## src/rtl/alu_pkg.sv

```systemverilog
// Shared opcode constants, flag bit positions and sequencer state encoding
// for the 16-bit ALU execution path.
package alu_pkg;

    localparam int unsigned OP_W   = 4;
    localparam int unsigned FLAG_W = 4;

    localparam logic [OP_W-1:0] OP_ADD = 4'b0000;
    localparam logic [OP_W-1:0] OP_SUB = 4'b0001;
    localparam logic [OP_W-1:0] OP_AND = 4'b0010;
    localparam logic [OP_W-1:0] OP_OR  = 4'b0011;
    localparam logic [OP_W-1:0] OP_XOR = 4'b0100;
    localparam logic [OP_W-1:0] OP_CMP = 4'b0101;
    localparam logic [OP_W-1:0] OP_MOV = 4'b0110;
    localparam logic [OP_W-1:0] OP_RSV = 4'b0111;
    localparam logic [OP_W-1:0] OP_SLL = 4'b1000;
    localparam logic [OP_W-1:0] OP_SLR = 4'b1001;
    localparam logic [OP_W-1:0] OP_SRL = 4'b1010;
    localparam logic [OP_W-1:0] OP_SRA = 4'b1011;

    localparam int unsigned FLAG_S = 3;
    localparam int unsigned FLAG_Z = 2;
    localparam int unsigned FLAG_C = 1;
    localparam int unsigned FLAG_V = 0;

    typedef enum logic [1:0] {
        ST_IDLE = 2'b00,
        ST_READ = 2'b01,
        ST_EXEC = 2'b10,
        ST_WB   = 2'b11
    } state_t;

    typedef struct packed {
        logic writes_rd;
        logic updates_flags;
        logic illegal;
    } op_class_t;

endpackage

```

## src/rtl/alu_op_class.sv

```systemverilog
// Combinational opcode classifier: does the instruction write rd, update
// the flag register, or fall in the illegal opcode range.
import alu_pkg::*;

module alu_op_class (
    input  logic [3:0] i_op,
    output logic       o_writes_rd,
    output logic       o_updates_flags,
    output logic       o_illegal
);

    always_comb begin
        o_writes_rd     = 1'b0;
        o_updates_flags = 1'b0;
        o_illegal       = 1'b0;
        case (i_op)
            OP_ADD, OP_SUB, OP_AND, OP_OR, OP_XOR,
            OP_SLL, OP_SLR, OP_SRL, OP_SRA: begin
                o_writes_rd     = 1'b1;
                o_updates_flags = 1'b1;
            end
            OP_CMP: o_updates_flags = 1'b1;
            OP_MOV: o_writes_rd     = 1'b1;
            OP_RSV: ;
            default: o_illegal = 1'b1;
        endcase
    end

endmodule

```

## src/rtl/alu_exec_ctrl.sv

```systemverilog
// Four-cycle IDLE/READ/EXEC/WB sequencer driving the external ALU and register file.
// Build option: ALU_EXEC_CTRL_ILLEGAL_TRAP_EN makes illegal opcodes set a sticky err.
import alu_pkg::*;

module alu_exec_ctrl #(
    parameter int unsigned DW = 16,
    parameter int unsigned AW = 3
) (
    input  logic          clk,
    input  logic          rst_n,
    input  logic          issue_valid,
    output logic          issue_ready,
    input  logic [3:0]    issue_op,
    input  logic [3:0]    issue_d,
    input  logic [AW-1:0] issue_ra,
    input  logic [AW-1:0] issue_rb,
    input  logic [AW-1:0] issue_rd,
    output logic [AW-1:0] rf_raddr_a,
    output logic [AW-1:0] rf_raddr_b,
    input  logic [DW-1:0] rf_rdata_a,
    input  logic [DW-1:0] rf_rdata_b,
    output logic          rf_we,
    output logic [AW-1:0] rf_waddr,
    output logic [DW-1:0] rf_wdata,
    output logic [3:0]    alu_opcode,
    output logic [3:0]    alu_d,
    output logic [DW-1:0] alu_a,
    output logic [DW-1:0] alu_b,
    input  logic [DW-1:0] alu_out,
    input  logic          alu_s,
    input  logic          alu_z,
    input  logic          alu_c,
    input  logic          alu_v,
    output logic [3:0]    flags,
    output logic          done,
    output logic          err
);

    state_t              r_state, w_state_nx;
    logic                r_ready, w_ready_nx;
    logic [3:0]          r_op, w_op_nx;
    logic [3:0]          r_d, w_d_nx;
    logic [AW-1:0]       r_rd, w_rd_nx;
    logic [AW-1:0]       r_raddr_a, w_raddr_a_nx;
    logic [AW-1:0]       r_raddr_b, w_raddr_b_nx;
    logic [3:0]          r_alu_op, w_alu_op_nx;
    logic [3:0]          r_alu_d, w_alu_d_nx;
    logic [DW-1:0]       r_alu_a, w_alu_a_nx;
    logic [DW-1:0]       r_alu_b, w_alu_b_nx;
    logic [FLAG_W-1:0]   r_res_flags, w_res_flags_nx;
    logic [FLAG_W-1:0]   r_flags, w_flags_nx;
    logic                r_we, w_we_nx;
    logic [AW-1:0]       r_waddr, w_waddr_nx;
    logic [DW-1:0]       r_wdata, w_wdata_nx;
    logic                r_done, w_done_nx;
    logic                r_err, w_err_nx;
    logic [FLAG_W-1:0]   w_alu_flags;
    op_class_t           w_cls;

    alu_op_class u_op_class (
        .i_op            (r_op),
        .o_writes_rd     (w_cls.writes_rd),
        .o_updates_flags (w_cls.updates_flags),
        .o_illegal       (w_cls.illegal)
    );

    always_comb begin
        w_alu_flags         = '0;
        w_alu_flags[FLAG_S] = alu_s;
        w_alu_flags[FLAG_Z] = alu_z;
        w_alu_flags[FLAG_C] = alu_c;
        w_alu_flags[FLAG_V] = alu_v;
    end

    // Next-state and next-output logic; ALU controls idle on OP_RSV outside EXEC.
    always_comb begin
        w_state_nx     = r_state;
        w_ready_nx     = r_ready;
        w_op_nx        = r_op;
        w_d_nx         = r_d;
        w_rd_nx        = r_rd;
        w_raddr_a_nx   = r_raddr_a;
        w_raddr_b_nx   = r_raddr_b;
        w_alu_op_nx    = OP_RSV;
        w_alu_d_nx     = '0;
        w_alu_a_nx     = '0;
        w_alu_b_nx     = '0;
        w_res_flags_nx = r_res_flags;
        w_flags_nx     = r_flags;
        w_we_nx        = 1'b0;
        w_waddr_nx     = '0;
        w_wdata_nx     = '0;
        w_done_nx      = 1'b0;
        w_err_nx       = r_err;

        case (r_state)
            ST_IDLE: begin
                w_ready_nx = 1'b1;
                if (issue_valid && r_ready) begin
                    w_op_nx      = issue_op;
                    w_d_nx       = issue_d;
                    w_rd_nx      = issue_rd;
                    w_raddr_a_nx = issue_ra;
                    w_raddr_b_nx = issue_rb;
                    w_ready_nx   = 1'b0;
                    w_state_nx   = ST_READ;
                end
            end
            ST_READ: begin
                w_alu_op_nx = r_op;
                w_alu_d_nx  = r_d;
                w_alu_a_nx  = rf_rdata_a;
                w_alu_b_nx  = rf_rdata_b;
                w_state_nx  = ST_EXEC;
            end
            ST_EXEC: begin
                w_res_flags_nx = w_alu_flags;
                w_we_nx        = w_cls.writes_rd && !w_cls.illegal;
                w_waddr_nx     = r_rd;
                w_wdata_nx     = alu_out;
                w_done_nx      = 1'b1;
                w_state_nx     = ST_WB;
            end
            ST_WB: begin
                if (w_cls.updates_flags && !w_cls.illegal) begin
                    w_flags_nx = r_res_flags;
                end
`ifdef ALU_EXEC_CTRL_ILLEGAL_TRAP_EN
                if (w_cls.illegal) begin
                    w_err_nx = 1'b1;
                end
`endif
                w_ready_nx = 1'b1;
                w_state_nx = ST_IDLE;
            end
            default: begin
                w_ready_nx = 1'b1;
                w_state_nx = ST_IDLE;
            end
        endcase
    end

    always_ff @(posedge clk or negedge rst_n) begin
        if (!rst_n) begin
            r_state     <= ST_IDLE;
            r_ready     <= 1'b1;
            r_op        <= OP_RSV;
            r_d         <= '0;
            r_rd        <= '0;
            r_raddr_a   <= '0;
            r_raddr_b   <= '0;
            r_alu_op    <= OP_RSV;
            r_alu_d     <= '0;
            r_alu_a     <= '0;
            r_alu_b     <= '0;
            r_res_flags <= '0;
            r_flags     <= '0;
            r_we        <= 1'b0;
            r_waddr     <= '0;
            r_wdata     <= '0;
            r_done      <= 1'b0;
            r_err       <= 1'b0;
        end else begin
            r_state     <= w_state_nx;
            r_ready     <= w_ready_nx;
            r_op        <= w_op_nx;
            r_d         <= w_d_nx;
            r_rd        <= w_rd_nx;
            r_raddr_a   <= w_raddr_a_nx;
            r_raddr_b   <= w_raddr_b_nx;
            r_alu_op    <= w_alu_op_nx;
            r_alu_d     <= w_alu_d_nx;
            r_alu_a     <= w_alu_a_nx;
            r_alu_b     <= w_alu_b_nx;
            r_res_flags <= w_res_flags_nx;
            r_flags     <= w_flags_nx;
            r_we        <= w_we_nx;
            r_waddr     <= w_waddr_nx;
            r_wdata     <= w_wdata_nx;
            r_done      <= w_done_nx;
            r_err       <= w_err_nx;
        end
    end

    assign issue_ready = r_ready;
    assign rf_raddr_a  = r_raddr_a;
    assign rf_raddr_b  = r_raddr_b;
    assign rf_we       = r_we;
    assign rf_waddr    = r_waddr;
    assign rf_wdata    = r_wdata;
    assign alu_opcode  = r_alu_op;
    assign alu_d       = r_alu_d;
    assign alu_a       = r_alu_a;
    assign alu_b       = r_alu_b;
    assign flags       = r_flags;
    assign done        = r_done;
    assign err         = r_err;

endmodule

```

## config.mk

```make
export PLATFORM = sky130hd
export DESIGN_NAME = alu_exec_ctrl
export DESIGN_NICKNAME = d
export VERILOG_FILES = /design/src/rtl/alu_pkg.sv /design/src/rtl/alu_op_class.sv /design/src/rtl/alu_exec_ctrl.sv
export SDC_FILE = /design/constraint.sdc
export NUM_CORES = 1
export LEC_CHECK = 0
export BUFFER_PORTS_ARGS = -buffer_cell sky130_fd_sc_hd__buf_2
export CORE_UTILIZATION = 40
export CTS_CLUSTER_DIAMETER = 100
export DETAILED_ROUTE_END_ITERATION = 10
export PLACE_DENSITY = 0.68
export REMOVE_ABC_BUFFERS = 1
export SETUP_SLACK_MARGIN = 0.3
export SLEW_MARGIN = 20
export SYNTH_ARGS = -nofsm -noshare
export SYNTH_HDL_FRONTEND = slang
export SYNTH_SLANG_ARGS = --single-unit
```

## constraint.sdc

```tcl
create_clock -name clk -period 1.9 [get_ports clk]
set_input_delay 0.19 -clock clk [delete_from_list [all_inputs] [get_ports clk]]
set_output_delay 0.19 -clock clk [all_outputs]
set_load 0.005 [all_outputs]
```

### Word-level counts from Yosys, hierarchy flattened

Cells that the tools add are included.
W data, S select, Z words.

| operators by class | value |
|---|---|
| reduce and logical (&&, ||, !) cells | 11 |
| multiplexer cells | 14 |
| equality and inequality tests | 15 |

Operators with widths:

| kind | number |
|---|---|
| $mux W16 | 3 |
| $reduce_or A10 Y1 | 2 |
| $eq A4 B3 Y1 const B | 4 |
| $eq A4 B4 Y1 const B | 4 |
| $reduce_or A12 Y1 | 1 |
| $eq A4 B2 Y1 const B | 2 |
| $mux W4 | 2 |
| $pmux W2 S4 | 1 |
| $mux W1 | 5 |
| $eq A2 B2 Y1 const B | 2 |
| $eq A4 B1 Y1 const B | 1 |
| $logic_not A4 Y1 | 1 |
| $reduce_and A2 Y1 | 2 |
| $logic_and A1 B1 Y1 | 3 |
| $mux W3 | 1 |
| $eq A2 B1 Y1 const B | 1 |
| $logic_not A2 Y1 | 1 |
| $mux W2 | 1 |
| $ne A2 B2 Y1 const B | 1 |
| $pmux W1 S2 | 1 |
| $reduce_bool A2 Y1 | 1 |

| storage, ports and cells | value |
|---|---|
| output and inout port bits | 73 |
| register bits | 89 |
| word-level logic and storage cells | 57 |

### Longest topological paths before layout

Gate-level depths: netlist of run 1.

| logic depth | value |
|---|---|
| depth after elaboration | 5 |
| depth in mapped cells | 5 |
| depth with buffers taken out | 4 |

### Cells and area by module

A second synthesis of run 1 with hierarchy kept.

| second synthesis, totals | value |
|---|---|
| cells, all modules | 204 |
| area total of the unflattened synthesis | 3139.3 sq um |

Modules (own cells, without submodules):

| module | area each (sq um) | cells an instance | times used |
|---|---|---|---|
| alu_exec_ctrl | 3123.0 | 201 | 1 |
| alu_op_class | 16.3 | 3 | 1 |

### Worst setup path before layout of run 1

Ideal clock, no wire load.

| timing path | value |
|---|---|
| path kind | reg2reg |
| start | register r_state[0] |
| end | register r_d[0] |
| cell stages (with the launch flop) | 6 |
| buffers on the path | 1 |
| data required time | 1775 ps |
| arrival time | 1289 ps |
| clock period less this slack | 1414 ps |
| slack | 486 ps |
| path through | dfrtp_1 -> inv_1 -> ha_1 -> nand3_4 -> buf_6 -> mux2_4 |

| between the ends | value |
|---|---|
| cells in the longest elaborated chain, start to end | 2 |

Ends and longest elaborated chain:

| item | RTL line | source |
|---|---|---|
| from (decl) | alu_exec_ctrl.sv:39 | `state_t r_state, w_state_nx;` |
| from (signal assigned) | alu_exec_ctrl.sv:164 | `r_state <= w_state_nx;` |
| $logic_not A2 Y1 | alu_exec_ctrl.sv:96 | `case (r_state)` |
| $reduce_and A2 Y1 (no line) | -- |  |
| to (signal assigned) | alu_exec_ctrl.sv:167 | `r_d <= w_d_nx;` |
| to (decl) | alu_exec_ctrl.sv:42 | `logic [3:0] r_d, w_d_nx;` |

Every way passes these cells.
A chain may end at the register's enable or synchronous reset.

### Worst setup path in the final report of run 1

| timing path | value |
|---|---|
| start | register r_state[0] |
| end | register r_d[3] |

The elaborated chain is that of the path after synthesis.

==> results of run 1 <==
-- cells in the mapped netlist (2+ instances only) --
cell type and count:
o32ai_1 4, a21oi_1 2, inv_1 6, dfstp_2 7
clkbuf_1 7, and2_1 57, nand2_1 4, dfrtp_1 82
mux2_2 12, nor2_1 2, mux2_4 10, nand2b_1 3
ha_1 4
-- through the flow --
stage / power, mW / utilization (%) / worst slack, ns
floorplan: 3.94 / - / 0.493
global placement: 4.75 / 53.6 / 0.409
detailed placement: 4.82 / 53.6 / 0.350
CTS: 6.33 / 56.9 / 0.348
global route: 6.67 / 57.3 / 0.354
finish: 6.27 / 57.3 / 0.429
-- state kept, by name, indices dropped and copies added (netlist names) --
signal,count
issue_ready,1
done,1
r_rd,3
r_op,4
rf_waddr,3
rf_raddr_b,3
rf_wdata,16
alu_d,4
rf_raddr_a,3
flags,4
alu_b,16
alu_a,16
r_state,2
r_d,4
alu_opcode,4
rf_we,1
r_res_flags,4
-- cell families (layout without fill, tap and decap cells) --
logic type	after synthesis	count (layout)	share of synthesized area, %
DFF	89	89	71.0
and+or+nand+nor	70	70	13.9
muxes	22	22	9.05
buffers and inverters	15	172	2.14
AOI/OAI and AO/OA	10	10	2.26
adders and majority gates	4	4	1.59
other	1	1	0.119
-- repair_timing --
action	CTS	global route
endpoints found under the hold margin	23	0
hold buffers	1	0
setup buffers	0	2
setup endpoints to repair	0	17
-- where the power goes --
group	switching, mW	leakage, nW	total, mW	internal [mW]
Combinational	0.821	1.08	1.89	1.06
Sequential	0.291	1.14	2.90	2.61
Clock	0.608	0.110	1.48	0.875
Total	1.72	2.33	6.27	4.55
-- worst max-delay path, cell delays in order, from the launching register on --
cell,delay [ns]
dfrtp_1,0.40
inv_1,0.08
ha_1,0.27
nand3_4,0.12
buf_12,0.15
mux2_2,0.34
-- cell type report --
cell class                 count  area share [%]
sequential                    89            52.4
multi-input combinational    107            19.9
inverter                       6           0.528
timing repair buffer         150            18.7
tap                           99            2.90
clock buffer                  11            3.08
clock inverter                 5            2.46
-- final timing paths --
check,startpoint,to,depth (start not counted)
setup / recovery,r_state[0],r_d[3],5
hold / removal,rf_rdata_a[7],alu_a[7],2
setup reg to reg,r_state[0],r_d[3],5
hold reg to reg,r_d[1],alu_d[1],1
max in group asynchronous,rst_n,r_op[0],3
min in group asynchronous,rst_n,rf_wdata[2],2
-- metal layers --
layer	track usage (%)	routed length, um
met5	0	0
met4	5.65	89
met3	4.29	357
met2	24.5	3000
met1	20.4	2770
==> flow_metrics.tcl, run 1 <==
set metrics [dict create \
    outcome "finished clean" \
    antenna_found_initial 0 \
    drt_wl_total_um 6210 \
    vdd_drop_max_uv 679 \
    core_area_mm2 0.00745 \
    vias_per_cell 4.36 \
    synth_top_area_share_pct 65.1 \
    worst-setup-path-type "reg2reg" \
    holdWs_ns 0.0549 \
    cts_max_level 3 \
    critPathLaunchType "flip-flop" \
    grt_max_degree 45 \
    vias 2036 \
    hold_viol 0 \
    dieArea_mm2 0.00824 \
    synth_edf_count 0 \
    finalSetupTns_ns 0 \
    cts.clk_slew.worst_paths_ns 0.08 \
    final-setup-viol-count 0 \
    start_util_pct 42.3 \
    clk-insertion-delay-late_ns 0.33 \
    wl_per_cell_um 13.3 \
    fin_cells 467 \
    async_reset_ff_share_pct 100 \
    clockRootBuffer "clkbuf_8" \
    first_pass_iters 4 \
    clockBufferDepth 2 \
    post-route-period-util_pct 77.4 \
    layout_commonest_cell "buf_2" \
    fp.dieW_um 90.8 \
    grt_usage_pct 15.5 \
    rsz0062_at_grt "false" \
    cp_max_fo 12 \
    multi_input_area_um2 847 \
    grt_pass1_vias 1974 \
    seqCellArea_mm2 0.00224 \
    min_period_ns 1.47 \
    ys_types 24 \
    finalNetCount 439 \
    yosysTopAreaCell "dfrtp_1" \
    cts_tree "done" \
    ys_seq_area_share_pct 71.0 \
    fin_area_mm2 0.00426 \
    dieHeight_um 90.8 \
    place.gp.congestion 0.757 \
    nFillCells 647 \
    dpl.cell_count 448 \
    max_freq_mhz 680 \
    route.detailed.drc 0 \
    num_io_pins 145 \
    p_leak_nw 2.33 \
    detail_route.iter0.violations 69 \
    yosys_register_bits 89 \
    grt_pass1_wl_um 9850 \
    hp-class "in2reg" \
    post_cts_resized 0 \
    ant_nets 0 \
    synth_area_mm2 0.00315 \
    synth_area_per_cell_um2 14.9 \
    num_antenna_cells 0 \
    layout_common_cells "buf_2 (142), dfrtp_1 (82), and2_1 (57)" \
    skew_ns 0.00645 \
    slew_violations 0 \
    cap_violations 0 \
    synth_area_leaders "dfrtp_1 (65%), and2_1 (11%), dfstp_2 (5.8%)" \
    crit_arrival_ns 1.70 \
    placed_area_mm2 0.00399 \
    cp.required_ns 2.13 \
    cts.sinks 89 \
    rows 31 \
    grt-ovfl-total 0 \
    end_kind "flip-flop" \
    r2r_slack_ns 0.43 \
    hpwl_um 4460 \
    power_density_mw_per_mm2 1470 \
    numCtsBuffers 9 \
    drive_above_1_share_pct 52.4 \
    yosys_warnings 0 \
    syn_to_final_growth_pct 35.3 \
    port_buffers 143 \
    synth_cells 211 \
    synthFlopType "dfrtp_1" \
]
(Power assumes the default switching activity.)
==> run 2: changes to the inputs <==
--- a/config.mk
+++ b/config.mk
@@ -9,7 +9,7 @@
 export CORE_UTILIZATION = 40
 export CTS_CLUSTER_DIAMETER = 100
 export DETAILED_ROUTE_END_ITERATION = 10
-export PLACE_DENSITY = 0.68
+export PLACE_DENSITY = 0.71
 export REMOVE_ABC_BUFFERS = 1
 export SETUP_SLACK_MARGIN = 0.3
 export SLEW_MARGIN = 20
==> constraint.sdc (replaced) <==
create_clock -name clk -period 1.25 [get_ports clk]
set_input_delay 0.125 -clock clk [delete_from_list [all_inputs] [get_ports clk]]
set_output_delay 0.125 -clock clk [all_outputs]
set_load 0.005 [all_outputs]
==> run 2 against run 1 <==
  * Setup slack worse by 0.48 ns
  * Clock-buffer cell count increased by 1
  * Final cell count up 15%
  * Largest power group is now combinational cells
  * Die area stayed put
  * The run now ends with negative setup slack left
  * First-iteration DRC count fell by 64%
  * Maximum frequency increased by 13%
  * Hold slack got worse by 0.041 ns
  * Clock skew increased by 0.0056 ns
==> flow_metrics.tcl, run 2 (synthesis results as in run 1) <==
set metrics [dict create \
    outcome "finished, violations left" \
    failed_checks "negative setup slack" \
    grt_usage_pct 18.5 \
    finalSetupTns_ns -0.840 \
    cp_max_fo 4 \
    total_power_mw 11.0 \
    power_density_mw_per_mm2 2120 \
    grt-ovfl-total 0 \
    max_freq_mhz 770 \
    cp.required_ns 1.46 \
    core_area_mm2 0.00745 \
    syn_to_final_growth_pct 64.6 \
    end_kind "flip-flop" \
    final-setup-viol-count 31 \
    hp-class "in2reg" \
    hpwl_um 4730 \
    wl_per_cell_um 15.1 \
    antenna_found_initial 0 \
    ant_nets 0 \
    clockBufferDepth 2 \
    dieHeight_um 90.8 \
    rsz0062_at_grt "true" \
    slew_violations 0 \
    place.gp.congestion 0.825 \
    cts_tree "done" \
    layout_commonest_cell "buf_2" \
    cts.sinks 89 \
    rows 31 \
    fp.dieW_um 90.8 \
    grt_max_degree 41 \
    vias 2400 \
    layout_common_cells "buf_2 (138), dfrtp_1 (82), dlygate4sd3_1 (53)" \
    detail_route.iter0.violations 25 \
    cts.clk_slew.worst_paths_ns 0.09 \
    grt_pass1_vias 2457 \
    p_leak_nw 2.75 \
    crit_arrival_ns 1.51 \
    worst_slack_ns -0.0488 \
    final_util_pct 69.6 \
    route.detailed.drc 0 \
    clk-insertion-delay-late_ns 0.33 \
    finalNetCount 511 \
    post-route-period-util_pct 104 \
    cap_violations 0 \
    fin_cells 539 \
    dpl.cell_count 459 \
    worst-setup-path-type "reg2reg" \
    hold_viol 0 \
    critPathLaunchType "flip-flop" \
    num_antenna_cells 0 \
    vias_per_cell 4.45 \
    clockRootBuffer "clkbuf_8" \
    drive_above_1_share_pct 53.4 \
    port_buffers 143 \
    grt_pass1_wl_um 11700 \
    dp_slack_ns -0.122 \
    drt_wl_total_um 8150 \
    min_period_ns 1.30 \
    skew_ns 0.0120 \
    dieArea_mm2 0.00824 \
    vdd_drop_max_uv 1260 \
    start_util_pct 42.3 \
    cts_max_level 3 \
    first_pass_iters 4 \
    numCtsBuffers 9 \
    num_io_pins 145 \
]
run 2: area by class of cell:
cell class                      instances  area, um^2
Tap cell                               99         124
Clock inverter                          4        51.3
Inverter                                6        22.5
Timing Repair Buffer                  222        1610
Sequential cell                        89        2240
Fill cell                             540        2260
Multi-Input combinational cell        107         996
Clock buffer                           12         145
run 2: worst paths after layout:
kind / start / to / slack (ns) / cells after the start
worst max-delay path: r_state[0] / flags[3] / -0.05 / 4
worst min-delay path: rf_rdata_b[10] / alu_b[10] / 0.01 / 2
worst max register to register: r_state[0] / flags[3] / -0.05 / 4
worst min register to register: r_d[2] / alu_d[2] / 0.49 / 1
max in group asynchronous: rst_n / r_op[2] / 0.46 / 3
min in group asynchronous: rst_n / flags[0] / 0.24 / 2
run 2: worst max-delay path: stages, from the launching register on:
cell	delay (ns)
dfrtp_1	0.37
buf_4	0.16
ha_4	0.16
nor3b_4	0.33
o32ai_2	0.15
run 2: metal layers:
layer | GRT usage [%] | routed length, um
met2 | 32.3 | 4310
met1 | 22.4 | 3360
met4 | 4.84 | 78
met5 | 0 | 0
met3 | 5.39 | 396
run 2: where the power goes:
group,leakage (nW),switching [mW],internal [mW]
clock,0.0970,0.952,0.986
combinational,1.51,1.79,2.84
sequential,1.14,0.476,3.96
total,2.75,3.22,7.79
run 2: per-stage QoR:
| step | area [um^2] | hold WS, ns |
|---|---|---|
| CTS | 4910 | 0.000133 |
| finish | 5190 | 0.0135 |
| detailed placement | 4110 | 0.0468 |
| global placement | 4110 | 0.0435 |
| floorplan | 3110 | -0.171 |
| global route | 5190 | -0.00442 |
run 2: what timing repair did:
action | in CTS | in global routing
setup buffers | 4 | 3
gates resized for setup | 28 | 16
gates cloned | 2 | 2
endpoints found under the hold margin | 80 | 13
hold buffers | 40 | 13
setup endpoints to repair | 158 | 161
pin swaps | 3 | 2
==> run 3: changes to the inputs <==
--- a/config.mk
+++ b/config.mk
@@ -5,11 +5,12 @@
 export SDC_FILE = /design/constraint.sdc
 export NUM_CORES = 1
 export LEC_CHECK = 0
+export ABC_AREA = 1
 export BUFFER_PORTS_ARGS = -buffer_cell sky130_fd_sc_hd__buf_2
 export CORE_UTILIZATION = 40
 export CTS_CLUSTER_DIAMETER = 100
 export DETAILED_ROUTE_END_ITERATION = 10
-export PLACE_DENSITY = 0.71
+export PLACE_DENSITY = 0.7
 export REMOVE_ABC_BUFFERS = 1
 export SETUP_SLACK_MARGIN = 0.3
 export SLEW_MARGIN = 20
==> run 3 against run 2 <==
  * The run now ends clean
  * Final cell count up 17%
  * Cell area grew 0.51%
  * Largest power group is now registers
  * Setup slack improved by 0.13 ns
  * Utilization shrank 2.5 points
==> flow_metrics.tcl, run 3 <==
set metrics [dict create \
    outcome "finished clean" \
    muxShareOfSynthArea_pct 1.40 \
    ant_nets 0 \
    yosysTopAreaCell "dfrtp_1" \
    finalNetCount 602 \
    yosys_register_bits 89 \
    hold_path_depth 3 \
    hold_viol 0 \
    dieArea_mm2 0.00840 \
    clk-insertion-delay-late_ns 0.35 \
    start_util_pct 41.4 \
    synthAdderAreaFrac_pct 1.56 \
    worst_slack_ns 0.0829 \
    yosysMostFrequentCell "nand2_1" \
    drt_wl_total_um 8310 \
    cts.sinks 89 \
    fp.dieW_um 91.6 \
    cap_violations 0 \
    detail_route.iter0.violations 83 \
    ys_types 18 \
    critPathSlowestCell "dfrtp_1" \
    core_area_mm2 0.00777 \
    numCtsBuffers 9 \
    p_leak_nw 3.19 \
    min_from "issue_ra[0]" \
    synth_xor_area_share_pct 0 \
    cts_max_level 3 \
    synth_top_area_share_pct 63.8 \
    r2r-start "r_state[0]" \
    dp_slack_ns -0.0260 \
    final_util_pct 67.1 \
    skew_ns 0.00789 \
    fin_cells 633 \
    grt_pass1_wl_um 13400 \
    async_reset_ff_share_pct 100 \
    synth_compound_area_share_pct 1.13 \
    layout_common_cells "buf_2 (138), nand2_1 (101), dfrtp_1 (81)" \
    netlist_top_cells_count "nand2_1 (105), dfrtp_1 (82), inv_1 (61), nand3_1 (21)" \
    crit_chain "inv_2, ha_4, mux2_4" \
    synth_top_family_by_area "simple AND/OR/NAND/NOR gates" \
    max_freq_mhz 857 \
    route.detailed.drc 0 \
    dieHeight_um 91.6 \
    hp-class "in2reg" \
    layout_commonest_cell "buf_2" \
    cp.required_ns 1.48 \
    grt_pass1_vias 2879 \
    grt-ovfl-total 0 \
    r2r-end "r_res_flags[3]" \
    final-setup-viol-count 0 \
    fin_area_mm2 0.00521 \
    critPathLaunchType "flip-flop" \
    slew_violations 0 \
    end_kind "flip-flop" \
    synth_edf_count 0 \
    rsz0062_at_grt "true" \
    rows 32 \
    reg2regPathDepth 3 \
    power_density_mw_per_mm2 2140 \
    post-route-period-util_pct 93.4 \
    synthFlopType "dfrtp_1" \
    grt_max_degree 38 \
    cts_tree "done" \
    num_antenna_cells 0 \
    antenna_found_initial 0 \
    vdd_drop_max_uv 1460 \
    worst-setup-path-type "reg2reg" \
    crit_arrival_ns 1.39 \
    drive_above_1_share_pct 40.1 \
    finalSetupTns_ns 0 \
    vias 2750 \
    cp_max_fo 6 \
    synth_area_mm2 0.00321 \
    synth_cells 308 \
    placed_area_mm2 0.00407 \
    dpl.cell_count 549 \
    r2r_slack_ns 0.08 \
    grt_usage_pct 20.8 \
    cts.clk_slew.worst_paths_ns 0.08 \
    synth_area_per_cell_um2 10.4 \
    num_io_pins 145 \
    syn_to_final_growth_pct 62.2 \
    place.gp.congestion 0.777 \
    first_pass_iters 4 \
    cpPeakStageDelay_ns 0.40 \
    clockRootBuffer "clkbuf_8" \
    ys_seq_area_share_pct 69.6 \
    whs_endpoint "rf_raddr_a[0]" \
    yosys.area_share.simple_pct 16.3 \
    vias_per_cell 4.34 \
    hpwl_um 4910 \
    wl_per_cell_um 13.1 \
    yosys_warnings 0 \
    port_buffers 143 \
    synth_area_leaders "dfrtp_1 (64%), nand2_1 (12%), inv_1 (7.1%)" \
    min_period_ns 1.17 \
    clockBufferDepth 2 \
]
==> run 3: layout make-up <==
class / instances / area (um^2)
tap: 102 / 128
inverter: 62 / 243
timing repair buffer: 219 / 1560
clock inverter: 5 / 128
fill: 592 / 2550
clock buffer: 11 / 131
sequential: 89 / 2240
multi-input combinational: 145 / 788
==> run 3: how the worst max path moves through the flow <==
stage | from | to | slack [ns] | depth (start not counted)
after floorplan | r_state[0] | r_res_flags[0] | -0.28 | 3
after global placement | r_state[0] | r_res_flags[3] | 0.04 | 3
after detailed placement | r_state[0] | r_res_flags[3] | -0.03 | 3
after CTS | issue_ready | issue_ready | 0.10 | 1
after global routing | r_state[0] | r_res_flags[3] | 0.05 | 3
final | r_state[0] | r_res_flags[3] | 0.08 | 3
==> run 3: worst max-delay path, delay by kind of cell (launching register included) <==
family                   cells  cell delay [ns]
adder cells (fa/ha/maj)      1             0.22
multiplexers                 1             0.32
buffers and inverters        1             0.12
flip-flops                   1             0.40
==> run 3: what timing repair did <==
action | CTS | global route
gates cloned | 2 | 0
hold buffers | 52 | 0
setup endpoints to repair | 160 | 161
pin swaps | 10 | 1
setup buffers | 9 | 5
hold endpoints to repair | 117 | 0
resized for setup | 32 | 15
==> run 3: stage by stage <==
stage          total power, mW  hold slack, ns
2_1_floorplan             5.84          -0.171
3_5_place_dp              7.38          0.0436
3_3_place_gp              7.22          0.0342
6_report                  11.2          0.0167
4_1_cts                   10.9        0.000881
5_1_grt                   11.9          0.0116
==> run 3: layer usage <==
layer,track usage [%],routed length (um),vias to the layer above
li1,-,-,1331
met1,22.9,3300,1290
met2,38.7,4390,108
met3,4.48,442,21
met4,8.07,182,0
met5,0,0,-
==> run 3: where the power goes <==
part | internal (mW) | switching [mW] | total (mW)
logic | 2.19 | 2.08 | 4.27
clock network | 1.53 | 0.948 | 2.48
registers | 3.93 | 0.464 | 4.40
total | 7.66 | 3.49 | 11.2
==> run 3: kinds of logic after synthesis <==
family | after synthesis
buffers and inverters | 74
DFF | 89
adders and majority gates | 4
other | 1
muxes | 4
AOI/OAI and AO/OA | 6
and+or+nand+nor | 130
